## src/rtl/core_state_dump.sv

```systemverilog
// Post-run readback engine: streams all 32 registers, then a window of data
// memory, over a valid/ready port while holding the core frozen.
module core_state_dump #(
  parameter int MEM_WORDS = 16
) (
  input  logic        clk,
  input  logic        rst_n,
  input  logic        i_start,
  input  logic [31:0] i_mem_base,
  output logic [4:0]  o_reg_addr,
  input  logic [31:0] i_reg_data,
  output logic        o_mem_rd,
  output logic [31:0] o_mem_addr,
  input  logic [31:0] i_mem_data,
  output logic        o_dump_valid,
  input  logic        i_dump_ready,
  output logic [31:0] o_dump_data,
  output logic        o_dump_is_mem,
  output logic [7:0]  o_dump_idx,
  output logic        o_busy,
  output logic        o_done
);

  typedef enum logic [2:0] {S_IDLE, S_RD, S_CAP, S_OUT, S_DONE} state_t;

  localparam logic [7:0] LAST_MEM = 8'(MEM_WORDS - 1);

  state_t      state_q, state_d;
  logic [7:0]  idx_q, idx_d;
  logic        phase_mem_q, phase_mem_d;
  logic [31:0] base_q, base_d;
  logic [4:0]  reg_addr_q, reg_addr_d;
  logic [31:0] mem_addr_q, mem_addr_d;
  logic [31:0] dump_data_q, dump_data_d;
  logic        dump_is_mem_q, dump_is_mem_d;
  logic [7:0]  dump_idx_q, dump_idx_d;

  always_comb begin
    state_d       = state_q;
    idx_d         = idx_q;
    phase_mem_d   = phase_mem_q;
    base_d        = base_q;
    reg_addr_d    = reg_addr_q;
    mem_addr_d    = mem_addr_q;
    dump_data_d   = dump_data_q;
    dump_is_mem_d = dump_is_mem_q;
    dump_idx_d    = dump_idx_q;

    case (state_q)
      S_IDLE: begin
        if (i_start) begin
          state_d     = S_RD;
          base_d      = i_mem_base & ~32'h3;
          idx_d       = 8'd0;
          phase_mem_d = 1'b0;
        end
      end
      S_RD: state_d = S_CAP;
      S_CAP: begin
        state_d       = S_OUT;
        dump_data_d   = phase_mem_q ? i_mem_data : i_reg_data;
        dump_is_mem_d = phase_mem_q;
        dump_idx_d    = idx_q;
      end
      S_OUT: begin
        if (i_dump_ready) begin
          if (!phase_mem_q && idx_q == 8'd31) begin
            phase_mem_d = 1'b1;
            idx_d       = 8'd0;
            state_d     = S_RD;
          end else if (phase_mem_q && idx_q == LAST_MEM) begin
            state_d = S_DONE;
          end else begin
            idx_d   = idx_q + 8'd1;
            state_d = S_RD;
          end
        end
      end
      S_DONE:  state_d = S_IDLE;
      default: state_d = S_IDLE;
    endcase

    // Read addresses are registered on entry to RD so they are stable for the
    // whole RD cycle and simply hold afterwards.
    if (state_d == S_RD) begin
      if (phase_mem_d) mem_addr_d = base_d + {22'd0, idx_d, 2'b00};
      else             reg_addr_d = idx_d[4:0];
    end
  end

  always_ff @(posedge clk or negedge rst_n) begin
    if (!rst_n) begin
      state_q       <= S_IDLE;
      idx_q         <= 8'd0;
      phase_mem_q   <= 1'b0;
      base_q        <= 32'd0;
      reg_addr_q    <= 5'd0;
      mem_addr_q    <= 32'd0;
      dump_data_q   <= 32'd0;
      dump_is_mem_q <= 1'b0;
      dump_idx_q    <= 8'd0;
    end else begin
      state_q       <= state_d;
      idx_q         <= idx_d;
      phase_mem_q   <= phase_mem_d;
      base_q        <= base_d;
      reg_addr_q    <= reg_addr_d;
      mem_addr_q    <= mem_addr_d;
      dump_data_q   <= dump_data_d;
      dump_is_mem_q <= dump_is_mem_d;
      dump_idx_q    <= dump_idx_d;
    end
  end

  assign o_reg_addr    = reg_addr_q;
  assign o_mem_addr    = mem_addr_q;
  assign o_mem_rd      = (state_q == S_RD) && phase_mem_q;
  assign o_dump_valid  = (state_q == S_OUT);
  assign o_dump_data   = dump_data_q;
  assign o_dump_is_mem = dump_is_mem_q;
  assign o_dump_idx    = dump_idx_q;
  assign o_busy        = (state_q == S_RD) || (state_q == S_CAP) || (state_q == S_OUT);
  assign o_done        = (state_q == S_DONE);

endmodule
```

## config.mk

```make
export PLATFORM = sky130hd
export DESIGN_NAME = core_state_dump
export DESIGN_NICKNAME = d
export VERILOG_FILES = /design/src/rtl/core_state_dump.sv
export SDC_FILE = /design/constraint.sdc
export NUM_CORES = 1
export LEC_CHECK = 0
export CORE_MARGIN = 4
export CORE_UTILIZATION = 48
export CTS_CLUSTER_SIZE = 16
export DETAILED_ROUTE_END_ITERATION = 10
export PLACE_DENSITY = 0.78
export SLEW_MARGIN = 20
export SYNTH_ARGS = -nofsm -noshare
export SYNTH_HDL_FRONTEND = slang
export SYNTH_SLANG_ARGS = --single-unit
```

## constraint.sdc

```tcl
create_clock -name clk -period 4.5 [get_ports clk]
set_input_delay 0.675 -clock clk [delete_from_list [all_inputs] [get_ports clk]]
set_output_delay 0.675 -clock clk [all_outputs]
set_load 0.02 [all_outputs]
```

======== Word level (Yosys, flattened, before mapping) ========
Index checks and enable logic that the tools add are counted.
cells by class
  muxes and demuxes ....................... 17
  eq/ne operators ......................... 7
  reduce and logical (&&, ||, !) cells .... 9
  $add $sub $neg .......................... 2
  bitwise gates (word level) .............. 1
operators with widths
  kind                                           number
  2-to-1 mux 32 bit                              3
  adder 32 x 10 -> 32 bit                        1
  2-to-1 mux 8 bit                               4
  one-hot mux 8 bit (2 select lines)             1
  2-to-1 mux 3 bit                               4
  one-hot mux 3 bit (4 select lines)             1
  adder 8 x 1 -> 8 bit, second input constant    1
  == test 8 x 4 -> 1 bit, second input constant  1
  == test 8 x 5 -> 1 bit, second input constant  1
  == test 3 x 1 -> 1 bit, second input constant  2
  == test 3 x 2 -> 1 bit, second input constant  2
  AND reduction 2 bit                            2
  == test 3 bit, second input constant           1
  logical AND 1 bit                              3
  logical NOT 3 bit                              1
  2-to-1 mux 1 bit                               3
  logical OR 1 bit                               2
  one-hot mux 1 bit (2 select lines)             1
  logical NOT 1 bit                              1
  NOT 1 bit                                      1
word-level totals
  bits of input ports ..................... 100
  logic and storage cells ................. 45
  register bits ........................... 122

======== Longest topological paths before layout ========
Gate-level depths: netlist (run 1).
  depth in word-level cells ............... 8
  gate-level depth with buffers ........... 16

======== Worst setup path after synthesis (run 1) ========
Ideal clock, no wire load.
  path type ............................... input to register
  from .................................... in i_start
  to ...................................... reg mem_addr_q[31] (netlist: o_mem_addr[31])
  data required time ...................... 4.374 ns
  cell stages on the path ................. 14
  setup slack ............................. 0.638 ns
  data arrival time ....................... 3.736 ns
  buffers on the path ..................... 4
  cells stage by stage .................... nor4b_2 > buf_2 > buf_2 > buf_1 > nor2_1 > o21ai_0 > o31ai_1 > ha_1 > clkbuf_1 > o21ai_0 > o21bai_1 > o211ai_2 > o311a_1 > a221o_1
between the ends
  elaborated cells on any way between the ends .. 11
  classes of those cells .................. 1 x add/sub; 1 x eq/ne; 8 x mux; 1 x reduce/logical
RTL lines
  item                                RTL line  RTL
  from (decl)                         8         input logic i_start,
  2-to-1 mux 8 bit                    51        if (i_start) begin
  one-hot mux 8 bit (2 select lines)  49        case (state_q)
  via idx_d[6]                        29        logic [7:0] idx_q, idx_d;
  adder 32 x 10 -> 32 bit             86        if (phase_mem_d) mem_addr_d = base_d + {22'd0, idx_d, 2'b00};
  to (signal assigned)                108       mem_addr_q <= mem_addr_d;
  to (decl)                           33        logic [31:0] mem_addr_q, mem_addr_d;
The timed path passes the listed nets, and every way through them passes these cells.
A chain may end at the register's enable or synchronous reset.

======== Worst setup path in the final report (run 1) ========
  from .................................... in i_dump_ready
  to ...................................... reg mem_addr_q[17] (netlist: o_mem_addr[17])
between the ends
  elaborated cells on any way between the ends .. 9
  classes of those cells .................. 1 x add/sub; 1 x eq/ne; 6 x mux; 1 x reduce/logical
RTL lines
  item                                RTL line  RTL
  from (decl)                         16        input logic i_dump_ready,
  2-to-1 mux 8 bit                    66        if (i_dump_ready) begin
  one-hot mux 8 bit (2 select lines)  49
  via idx_d[3]                        29
  adder 32 x 10 -> 32 bit             86
The timed path passes the listed nets, and every way through them passes these cells.

==> results of run 1 <==
how the worst max path moves through the flow:
stage	end	depth (start not counted)	slack (ps)	start
finish	o_mem_addr[17]	11	400	i_dump_ready
global route	o_mem_addr[28]	13	150	i_dump_ready
CTS	o_mem_addr[17]	11	490	i_dump_ready
detailed placement	o_mem_addr[17]	11	90	i_dump_ready
global placement	o_mem_addr[25]	11	170	i_dump_ready
floorplan	o_mem_addr[31]	14	640	i_start
layout by cell type (no fill, tap or decap), types with 3 or more instances in the layout:
| cell | n |
|---|---|
| and2_1 | 5 |
| clkinvlp_4 | 4 |
| nand3_1 | 28 |
| nor3_1 | 12 |
| ha_1 | 9 |
| o31ai_1 | 8 |
| or4_1 | 6 |
| bufinv_16 | 3 |
| nor2_1 | 50 |
| clkinv_2 | 7 |
| dfrtp_1 | 121 |
| a21o_1 | 5 |
| clkdlybuf4s50_1 | 178 |
| and4_1 | 5 |
| xor2_1 | 8 |
| o21ai_0 | 21 |
| xnor2_1 | 4 |
| and3_1 | 4 |
| mux2_2 | 24 |
| a21oi_1 | 44 |
| mux2i_1 | 36 |
| inv_1 | 8 |
| buf_4 | 11 |
| a211oi_1 | 3 |
| nand2_1 | 117 |
| o211ai_1 | 11 |
| nand4_1 | 12 |
| clkbuf_16 | 17 |
| or3_1 | 4 |
| nor4_1 | 4 |
| a31oi_1 | 11 |
cell usage after synthesis (9+ instances only):
cell	n	area, um2
a21oi_1	44	220
a31oi_1	11	68.8
buf_2	12	60.1
clkbuf_1	14	52.6
dfrtp_1	122	3050
ha_1	9	113
mux2_2	24	270
mux2i_1	36	360
nand2_1	117	439
nand3_1	28	140
nand4_1	12	75.1
nor2_1	50	188
nor3_1	12	60.1
o211ai_1	11	82.6
o21ai_0	21	105
final cells by class:
type | instances | share of cell area, %
inverter | 8 | 0.344
timing repair buffer | 189 | 21.4
clock inverter | 14 | 1.78
tap | 172 | 2.47
sequential | 122 | 35.0
clock buffer | 18 | 4.92
multi-input combinational | 473 | 34.1
through the flow:
step | instance area [um2] | util, % | power (mW) | std cells
after global routing | 8730 | 69.1 | 5.99 | 996
after floorplan | 6190 | - | 3.25 | 637
after CTS | 8720 | 69.1 | 5.69 | 996
after detailed placement | 8130 | 64.5 | 4.31 | 964
final | 8730 | 69.1 | 5.66 | 996
after global placement | 8130 | 64.5 | 4.21 | 964
power by group:
part / switching, mW / internal, mW
registers: 0.277 / 1.53
clock network: 0.488 / 0.861
logic: 1.40 / 1.10
total: 2.16 / 3.49
state kept, by name (all words and copies together), names as in the netlist:
register	flops
base_q	32
o_dump_data	32
o_mem_addr	32
idx_q	8
o_dump_idx	8
o_reg_addr	5
state_q	3
o_dump_is_mem	1
phase_mem_q	1
logic make-up (layout without fill, tap and decap cells):
kind of cell    after synthesis  in the layout  synth area share (%)
buf+inv                      42            229                  2.97
simple gates                260            260                  19.8
xor+xnor                     12             12                  1.70
flops                       122            122                  49.3
fa+ha+maj                    10             10                  2.14
mux                          60             60                  10.2
compound gates              131            131                  13.8
per-layer routing:
| layer | vias to the layer above | GRT usage (%) | part of all wire [%] |
|---|---|---|---|
| met5 | - | 0 | 0 |
| met4 | 0 | 9.94 | 2.5 |
| met3 | 41 | 5.94 | 5.9 |
| met2 | 207 | 40.7 | 52 |
| met1 | 2714 | 29.3 | 39 |
| li1 | 2653 | - | - |
==> flow_summary_export.csv, run 1 <==
group,metric,value,unit
outcome,status,"finished clean",
timing,drv_slew,0,
worst_setup_path,r2r_cells,10,
pwr,leakagePower,3.69,nW
final_layout,area_growth,41.0,%
worst_setup_path,cp-start-kind,"input port",
cts,cts_made_buffers,17,
timing,finalSetupViolCount,0,
synthesis,synth_cell_types,62,
cts,clkLatencyLatePin,420,ps
routing,antenna_left,0,
timing,finalHoldViolCount,0,
routing,firstDrtPassIters,6,
floorplanning,row_count,41,
floorplanning,top_level_ports,182,
placement,place_ws,94.3,ps
cts,cts.htree.levels,4,
final_layout,drive_gt1_share,9.47,%
floorplanning,fp.dieArea,14800,um2
worst_setup_path,cp_num_buf_inv,1,
flow_run,max_cap_viol_count,0,
final_layout,n_fill_cell,1010,
grt,grt-ovfl-total,0,
routing,vias,5615,
final_layout,ff_latch_area,3050,um2
cts,cts.path.max_buffers,2,
floorplanning,start_util,49.0,%
synthesis,synth_seq_area_share,49.3,%
cts,tritoncts,"built",
worst_setup_path,rr_startpoint,"idx_q[5]",
grt,grtUsageTotal,24.0,%
placement,port_buffers,179,
worst_setup_path,crit_fanout,8,
synthesis,syn_avg_cell_area,9.71,um2
synthesis,synth_edf_count,0,
timing,grt_setup_unrepaired,"no",
placement,dp_hpwl,12800,um
hold_path,hold_path.class,"input port to async pin",
worst_setup_path,crit_type,"input port to flip-flop",
cts,post_cts_buffers,0,
floorplanning,die_w,122,um
worst_setup_path,crit_family,"compound AO/OA/AOI/OAI gates",
synthesis,synth_area,6190,um2
routing,detail_route.wl_per_cell,17.6,um
routing,drt_iter0_drc,499,
grt,grt_start_max_net_pins,75,
floorplanning,core_area,12600,um2
grt,grt_pass1_wl,27900,um
cts,clock-sinks,122,
cts,hold_buffers,0,
synthesis,ys_ff_latch,122,
final_layout,multi_input_area,2980,um2
floorplanning,die_h,122,um
cts,cts_resized,0,
synthesis,synth_cells,637,
routing,wl,17600,um
timing,relSlewSlack,47.9,%
worst_setup_path,cp-end-kind,"flip-flop",
worst_setup_path,rrSetupSlack,480,ps
timing,worst_slack,397,ps
synthesis,synth_ff_type,"dfrtp_1",
synthesis,syn_nets,747,
routing,routed_via_density,5.64,
grt,antenna_found_initial,0,
pwr,ir_worst_vdd,0.411,mV
worst_setup_path,path_cells,"clkdlybuf4s50_1, and4_1, a41o_1, o21ai_0, a22o_1, ha_1, o211ai_1, o211ai_1, nand3_1, or4_1, nand3_1",
timing,hold_ws,297,ps
timing,skew,6.54,ps
cts,path_clk_slew,50,ps
worst_setup_path,timing.rr.end,"o_mem_addr[17]",
worst_setup_path,critPathMaxStageDelay,590,ps
final_layout,insertedDiodeCount,0,
worst_setup_path,worstPathArrival,4450,ps
timing,post-route-period-util,91.2,%
pwr,p_per_area,648,nW/um2
timing,fmax,244,MHz
synthesis,ys.warnings.count,0,
synthesis,async_flop_share,100,%
placement,gp_congestion,0.975,
worst_setup_path,cp_slowest_cell,"or4_1",
grt,grt_pass1_vias,5738,
cts,clock_tree.root_cell,"clkbuf_16",
worst_setup_path,cp.required,4850,ps
timing,tns,0,ps
final_layout,final_nets,921,
timing,post-route-min-period,4100,ps
timing,worstMarginPinSlew,779,ps
routing,drc,0,
Note: power is estimated with default switching activity, not from simulation.
==> inputs of run 2 (changes only) <==
--- a/config.mk
+++ b/config.mk
@@ -6,10 +6,10 @@
 export NUM_CORES = 1
 export LEC_CHECK = 0
 export CORE_MARGIN = 4
-export CORE_UTILIZATION = 48
+export CORE_UTILIZATION = 43
 export CTS_CLUSTER_SIZE = 16
 export DETAILED_ROUTE_END_ITERATION = 10
-export PLACE_DENSITY = 0.78
+export PLACE_DENSITY = 0.74
 export SLEW_MARGIN = 20
 export SYNTH_ARGS = -nofsm -noshare
 export SYNTH_HDL_FRONTEND = slang
==> constraint.sdc (replaced) <==
create_clock -name clk -period 3.5 [get_ports clk]
set_input_delay 0.525 -clock clk [delete_from_list [all_inputs] [get_ports clk]]
set_output_delay 0.525 -clock clk [all_outputs]
set_load 0.02 [all_outputs]
==> run 2 against run 1 <==
Cell area is 6.3% higher. Utilization decreased by 2.9 points. Critical path depth grew 2. Via count up 5.2%. Critical endpoint is now o_mem_addr[31]. Clock skew up 2.3 ps. Highest routed layer unchanged. First-iteration DRC count up 8.0%. Final cell count increased by 6.2%. Combinational power up 42%. Flip-flop and latch count unchanged. Die area up 11%. Non-clock buffer count up 53. Wire length increased by 7.8%.
==> flow_summary_export.csv, run 2 (synthesis results as in run 1) <==
group,metric,value,unit
outcome,status,"finished clean",
final_layout,most-common-layout-cells,"clkdlybuf4s50_1 (178), dfrtp_1 (121), nand2_1 (117), buf_4 (62), nor2_1 (47)",
final_layout,insertedDiodeCount,0,
grt,grt_start_max_net_pins,63,
floorplanning,row_count,43,
worst_setup_path,worstPathArrival,3700,ps
cts,cts.path.max_buffers,2,
cts,clkLatencyLatePin,420,ps
routing,routed_via_density,5.58,
grt,grt-ovfl-total,0,
flow_run,max_cap_viol_count,0,
cts,cts.htree.levels,4,
grt,grt_pass1_vias,5981,
final_layout,finish.utilization,66.3,%
routing,wl_met3,1140,um
grt,grtUsageTotal,22.8,%
timing,fmax,294,MHz
routing,highest_layer,"met4",
timing,post-route-period-util,97.2,%
routing,vias,5905,
timing,post-route-min-period,3400,ps
placement,place_inst,1023,
routing,drt_iter0_drc,539,
cts,cts_made_buffers,17,
worst_setup_path,timing.rr.end,"o_mem_addr[31]",
routing,antenna_left,0,
timing,finalSetupViolCount,0,
worst_setup_path,rrSetupSlack,100,ps
pwr,leakagePower,4.00,nW
pwr,p_per_area,829,nW/um2
timing,finalHoldViolCount,0,
placement,port_buffers,179,
placement,gp_congestion,0.947,
pwr,clock_power_share,23.6,%
grt,grt_pass1_wl,29800,um
routing,wl_met1,7610,um
worst_setup_path,r2r_cells,13,
pwr,ir_worst_vdd,0.511,mV
routing,wl,18900,um
worst_setup_path,cp-start-kind,"flip-flop",
worst_setup_path,crit_type,"flip-flop to flip-flop",
floorplanning,core_area,14000,um2
floorplanning,die_h,128,um
pwr,p_int,4.80,mW
cts,clock_tree.root_cell,"clkbuf_16",
floorplanning,die_w,128,um
final_layout,layout_commonest_cell,"clkdlybuf4s50_1",
routing,dr_wl_met2,9670,um
floorplanning,start_util,44.2,%
pwr,seqPwrFrac,30.1,%
timing,relSlewSlack,36.4,%
pwr,switchingPower,2.88,mW
hold_path,hold_path.class,"input port to async pin",
final_layout,drive_gt1_share,16.6,%
routing,drc,0,
pwr,switching_share,37.5,%
worst_setup_path,rr_startpoint,"idx_q[0]",
worst_setup_path,crit_fanout,5,
placement,dp_hpwl,13900,um
routing,firstDrtPassIters,5,
floorplanning,fp.dieArea,16400,um2
final_layout,area_growth,49.8,%
timing,skew,8.82,ps
final_layout,final_cells,1058,
final_layout,final_nets,975,
timing,drv_slew,0,
worst_setup_path,cp.required,3790,ps
floorplanning,top_level_ports,182,
cts,clock-sinks,122,
timing,worstMarginPinSlew,953,ps
routing,detail_route.wl_per_cell,17.9,um
cts,path_clk_slew,50,ps
pwr,comb_power_share,46.4,%
grt,antenna_found_initial,0,
worst_setup_path,cp-end-kind,"flip-flop",
cts,tritoncts,"built",
cts,hold_buffers,0,
[run 2: changes by cell type in the layout (fill, tap and decap cells not counted), moves of 2 or more]
cell / change
buf_4: +51
clkbuf_1: +2
clkinv_2: -3
clkinvlp_4: -2
ha_1: -3
ha_2: +2
nor2_1: -3
nor2_4: +2
or2_4: +2
[run 2: per-layer routing]
layer  vias up  track usage (%)
li1       2773                -
met1      2863             27.6
met2       220             39.4
met3        49             5.42
met4         0             8.68
met5         -                0
[run 2: area by class of cell]
type	count	area [um2]
Multi-Input combinational cell	474	3080
Fill cell	1063	4720
Sequential cell	122	3050
Tap cell	180	225
Timing Repair Buffer	242	2280
Clock buffer	20	437
Inverter	8	30.0
Clock inverter	12	173
[run 2: critical path: stages, from the launching register on]
cell      delay [ps]
dfrtp_1          390
ha_2             220
and4b_2          270
buf_4            150
a311oi_1         250
o21ai_0          140
a22o_1           310
ha_4             300
o211ai_1         100
o211ai_1         200
buf_4            190
o211ai_2         140
o311a_1          360
a221o_1          250
[run 2: timing repair]
item / CTS / global route
endpoints found under the setup margin: 10 / 16
pin swaps: 0 / 5
resized for setup: 3 / 21
buffers inserted: 0 / 2
gates cloned: 0 / 1
[run 2: power by group through the flow]
| stage | clock (mW) | combinational [mW] | sequential, mW |
|---|---|---|---|
| 2_1_floorplan | 0 | 1.48 | 2.71 |
| 3_3_place_gp | 0 | 3.38 | 2.29 |
| 3_5_place_dp | 0 | 3.47 | 2.32 |
| 4_1_cts | 1.84 | 3.49 | 2.31 |
| 5_1_grt | 1.91 | 3.86 | 2.38 |
| 6_report | 1.81 | 3.56 | 2.31 |
[run 2: worst max-delay path by stage]
stage                           endpoint  slack [ps]         start
after detailed placement  o_mem_addr[28]        -440  i_dump_ready
after CTS                 o_mem_addr[28]         -30      idx_q[0]
after global routing      o_mem_addr[31]         -60      idx_q[0]
final                     o_mem_addr[31]         100      idx_q[0]
after global placement    o_mem_addr[28]        -290  i_dump_ready
after floorplan           o_mem_addr[28]           2    state_q[1]
[run 2: metrics by stage]
| stage | total power [mW] | cell area, um2 | TNS [ps] | worst slack, ps | hold slack [ps] |
|---|---|---|---|---|---|
| final | 7.69 | 9270 | 0 | 96.8 | 193 |
| after global routing | 8.15 | 9270 | -143 | -63.6 | 247 |
| after CTS | 7.64 | 9160 | -28.5 | -28.5 | 228 |
| after detailed placement | 5.79 | 8540 | -5550 | -444 | 467 |
| after global placement | 5.68 | 8540 | -3290 | -292 | 460 |
| after floorplan | 4.19 | 6200 | 0 | 2.03 | 229 |
==> RTL change 1, RTL diff (settings of run 2) <==
Encoding of `state_t`: now one-hot (5 bits for 5 states).
--- a/src/rtl/core_state_dump.sv
+++ b/src/rtl/core_state_dump.sv
@@ -21,7 +21,7 @@
   output logic        o_done
 );
 
-  typedef enum logic [2:0] {S_IDLE, S_RD, S_CAP, S_OUT, S_DONE} state_t;
+  typedef enum logic [4:0] {S_IDLE = 5'b00001, S_RD = 5'b00010, S_CAP = 5'b00100, S_OUT = 5'b01000, S_DONE = 5'b10000} state_t;
 
   localparam logic [7:0] LAST_MEM = 8'(MEM_WORDS - 1);
 
Formal check against the unedited RTL: same outputs for any inputs over 10 cycles, from zero or initial values and one cycle with rst_n low; not proved beyond that.
==> RTL change 1 against run 2 <==
- setup slack worse by 0.060 ns
- largest power group unchanged
- utilization is 0.38 points higher
- largest cell class is now flip-flops and latches
- synthesized area is 0.10% lower
- wire length is 6.1% lower
- sequential cell count is 2 higher
- final area is 0.58% higher
- total power is 22% lower
==> RTL change 1: results (changes against run 2) <==
The logs give 739 (-1.1%) for the post-synthesis net count and 369 uV (-28%) for the peak ir drop on the vdd network. The number of distinct library cells after synthesis is 59 (-4.8%). After synthesis, the most frequently instantiated cells are nand2_1 (129), dfrtp_1 (123), o21ai_0 (75). The adder-cell share of the synthesized area is 2.15% (+0.0022 points). The power per cell area came out at 643 nW/um^2 (-22%). The first-pass GRT wire length was 28.5 mm (-4.3%); the worst stage delay on the critical path was 0.37 ns (-0.02 ns).

The tools report the setup skew after layout as 0.00791 ns (-0.000907 ns). The global-route met3 utilization came out at 7.46% (+2.0 points). The slew at the pin closest to its max-slew limit was 0.680 ns (-0.272 ns). The average wire per cell in the routed design was 16.8 um (-6.3%); the net total in the final layout was 977 (+0.21%).

The xor-xnor portion of the synthesized cell area works out to 3.83% (+2.1 points). The wire length on met3 was 1.14 mm (-0.53%). For the total via count after detailed routing, the log shows 5,651 (-4.3%). The final weighted congestion in routability-driven placement came out at 0.893 (-5.8%).

For the detailed route wirelength on metal2, the log shows 8.95 mm (-7.4%). The logs give 0.00215 W (-40%) for the combinational gate power and 426 (-21%) for the detailed router's first-iteration violation count. The fraction of synthesized area in multiplexers works out to 10.5% (+0.31 points).

By area, the combinational part of the netlist is dominated by simple AND/OR/NAND/NOR gates. The run finished with clean final reports. Biggest fanout along the worst timing path: 4 (-1). The cell sitting at the root of the clock tree is a clkbuf_16. The proportion of synthesized chip area in sequential cells came out at 50.2% (+0.88 points). The cell leakage power is 4.13 nW (+3.2%). The number of antenna violations at the first check in global routing was 0 (unchanged). The placed wire-length estimate after detailed placement was 13.1 mm (-5.5%); the fraction of the mapped netlist area in compound gates was 11.7% (-2.1 points). Ranked by total cell area, the synthesized netlist is headed by dfrtp_1 (50%), nand2_1 (7.8%), mux2i_1 (6.3%). The fraction of power spent switching nets was 33.4% (-4.1 points). The tools report the number of antenna cells inserted as 0 (unchanged). The run gives -0.389 ns (+0.0549 ns) as the post-placement worst setup slack. The run gives 0 (unchanged) as the total congestion overflow.

The met2 track utilization from global routing came out at 37.0% (-2.4 points). The total global-route track usage came out at 22.0% (-0.75 points). The fraction of final layout cells with drive strength greater than 1 was 17.0% (+0.42 points); the largest net degree at the start of global routing was 76 (+21%).

The met1 demand-to-capacity share in global routing is 26.8% (-0.82 points). The cell at the slowest stage of the critical path was o31ai_4.
## RTL change 1: changes by cell type after synthesis, sizes merged, moves of 9 or more
cell / run 2 / this run
nand2: 117 / 129
a31oi: 11 / 2
nor2: 50 / 16
xnor2: 4 / 15
o21ai: 21 / 80
a21oi: 44 / 11
## RTL change 1: metrics by stage
stage	utilization [%]	TNS [ns]	instance area, um^2	std cells
floorplan	-	0	6180	629
global placement	61.3	-2.43	8570	1022
detailed placement	61.3	-4.34	8570	1022
CTS	65.8	0	9210	1055
global route	66.7	-0.348	9330	1060
finish	66.7	0	9330	1060
## RTL change 1: cells by family after synthesis
family | Yosys count
AO/OA/AOI/OAI | 124
XOR/XNOR | 27
adder cells (fa/ha/maj) | 10
buffers and inverters | 47
flip-flops | 124
multiplexers | 62
AND/OR/NAND/NOR | 235
## RTL change 1: cell type report
class                           count  area (um^2)
Multi-Input combinational cell    458         2990
Clock buffer                       25          495
Clock inverter                      7          110
Tap cell                          180          225
Inverter                           15         56.3
Fill cell                        1107         4660
Sequential cell                   124         3110
Timing Repair Buffer              251         2350
## RTL change 1: path summary, 6_finish.rpt
| check | start | slack (ns) | end | depth (start not counted) |
|---|---|---|---|---|
| setup reg to reg | idx_q[1] | 0.04 | o_mem_addr[29] | 17 |
| min in group clk | base_q[0] | 0.48 | base_q[0] | 1 |
| hold reg to reg | base_q[0] | 0.48 | base_q[0] | 1 |
| setup / recovery | idx_q[1] | 0.04 | o_mem_addr[29] | 17 |
| hold / removal | rst_n | 0.14 | o_mem_addr[21] | 1 |
| max in group asynchronous | rst_n | 2.57 | phase_mem_q | 2 |
## RTL change 1: what timing repair did
action                                  CTS  global route
endpoints found under the setup margin   12            21
buffers inserted                          1             5
resized for setup                         5            18
pin swaps                                 3            11
==> RTL change 2, RTL diff (settings of run 2) <==
Made on the original files. `MEM_WORDS`: 16 -> 8.
--- a/src/rtl/core_state_dump.sv
+++ b/src/rtl/core_state_dump.sv
@@ -1,7 +1,7 @@
 // Post-run readback engine: streams all 32 registers, then a window of data
 // memory, over a valid/ready port while holding the core frozen.
 module core_state_dump #(
-  parameter int MEM_WORDS = 16
+  parameter int MEM_WORDS = 8
 ) (
   input  logic        clk,
   input  logic        rst_n,
Formal check against the unedited RTL: same outputs for any inputs over 10 cycles, from zero or initial values and one cycle with rst_n low; that may be too few to reach the edited logic, so the function may still have changed.
==> RTL change 2 against run 2 <==
- the run now ends with setup timing left
- clock power down 12%
- synthesized area down 2.2%
- count of clock-buffer cells in the layout up 2
- sequential cell count unchanged
- final area up 0.15%
- total power down 17%
- wire length down 8.6%
- setup slack worse by 0.14 ns
- critical path type unchanged
- highest routed layer unchanged
==> RTL change 2: results (changes against run 2) <==
The run finished, with violations left. The checks that failed: setup timing. Destination of the worst register-to-register timing path: o_mem_addr[26]. The cell leakage power was 3.98 nW (-0.36%). The tools report the length of routed wiring on met1 as 7.16 mm (-5.9%). The run gives 732 (-2.0%) as the post-synthesis net count.

The logs give 460 (-3.0%) for the count of multi-input combinational gates and 5.18% (-0.24 points) for the global-route met3 utilization. The post-route cell area was 9290 um^2 (+0.15%); the largest net degree at the start of global routing was 65 (+3.2%). The arrival time of data at the critical path endpoint is 3.87 ns (+0.17 ns). The commonest cells after synthesis are dfrtp_1 (122), nand2_1 (116), a21oi_1 (51). The run gives 972 (-0.31%) as the net total in the final layout.

The slew at the pin closest to its max-slew limit was 0.787 ns (-0.165 ns). By area the synthesized netlist is led by dfrtp_1 (50%), nand2_1 (7.2%), mux2i_1 (6.1%). The total setup buffers inserted after CTS was 6 (+6). The tools report the met2 track utilization from global routing as 36.1% (-3.3 points). Count of plain and timing-repair buffers in the layout: 251 (+3.7%).

For the total power after layout, the log shows 0.00642 W (-17%). The total global-route track usage is 21.5% (-1.3 points), and the placed cell count is 1,006 (-1.7%). The tools report the combined area of the multi-input logic cells as 3050 um^2 (-0.81%). The layout-stage area growth over the synthesis result was 53.4%. The xor-xnor portion of the synthesized cell area is 3.47% (+1.8 points).

Count of cells resized by post-cts repair: 9 (+6). For the slack of the critical path, the log shows -0.0436 ns (-0.140 ns). The fraction of final layout cells with drive strength greater than 1 is 18.5% (+1.9 points), and the via count of the first global-routing pass is 5,696 (-4.8%). The setup skew after layout is 0.00905 ns (+0.000229 ns), and the proportion of synthesized chip area in sequential cells is 50.4% (+1.1 points). The logs give 22 (+10%) for the count of clock buffers in the final design and 228 (-58%) for the detailed router's first-iteration violation count.

The worst stage delay on the critical path works out to 0.41 ns (+0.02 ns). The run gives 24.9% (+1.3 points) as the portion of total power attributed to the clock network. The number of instances in the synthesized netlist is 622 (-2.4%). The peak ir drop on the vdd network is 518 uV (+1.4%). For the number of flip-flops and latches, the log shows 122 (unchanged).

The cell area after placement was 8440 um^2 (-1.3%); the total setup violations reported at the end of the flow was 2 (+2). The tools report the detailed route wirelength on metal2 as 8.74 mm (-9.6%). The number of signal-net inverters in the final layout works out to 10 (+2).

The wire length on met3 is 1.02 mm (-11%), and the power in sequential cells is 0.00207 W (-10%). The number of fillers in the final layout was 1,068 (+0.47%). Number of cells traversed by the worst register-to-register path: 16 (+3).

The total length of routed wires came out at 17.3 mm (-8.6%). The tools report the final weighted congestion in routability-driven placement as 0.875 (-7.6%). The number of distinct library cells after synthesis came out at 60 (-3.2%).

The run gives 26.6% (-1.1 points) as the met1 demand-to-capacity share in global routing.
## RTL change 2: cell types whose count changed in the layout (fill, tap and decap cells not counted), moves of 6 or more
cell	delta
a31oi_1	-9
nand3_1	-12
buf_4	+6
a21oi_1	+7
xnor2_1	+17
or4_1	-6
o211ai_1	-10
o21ai_1	+12
and3_1	+8
## RTL change 2: kinds of logic after synthesis
kind of cell,after synthesis
xor gates and xnor gates,24
AOI/OAI and AO/OA,120
DFF,122
muxes,59
adders and majority gates,10
buffers and inverters,40
and+or+nand+nor,247
## RTL change 2: worst min path at each step
| stage | end | slack (ns) | cells past startpoint |
|---|---|---|---|
| 6_report | o_mem_addr[27] | 0.19 | 1 |
| 5_1_grt | o_mem_addr[13] | 0.24 | 1 |
| 4_1_cts | o_mem_addr[12] | 0.22 | 1 |
| 3_5_place_dp | state_q[0] | 0.46 | 1 |
| 3_3_place_gp | state_q[0] | 0.44 | 1 |
| 2_1_floorplan | base_q[0] | 0.23 | 0 |
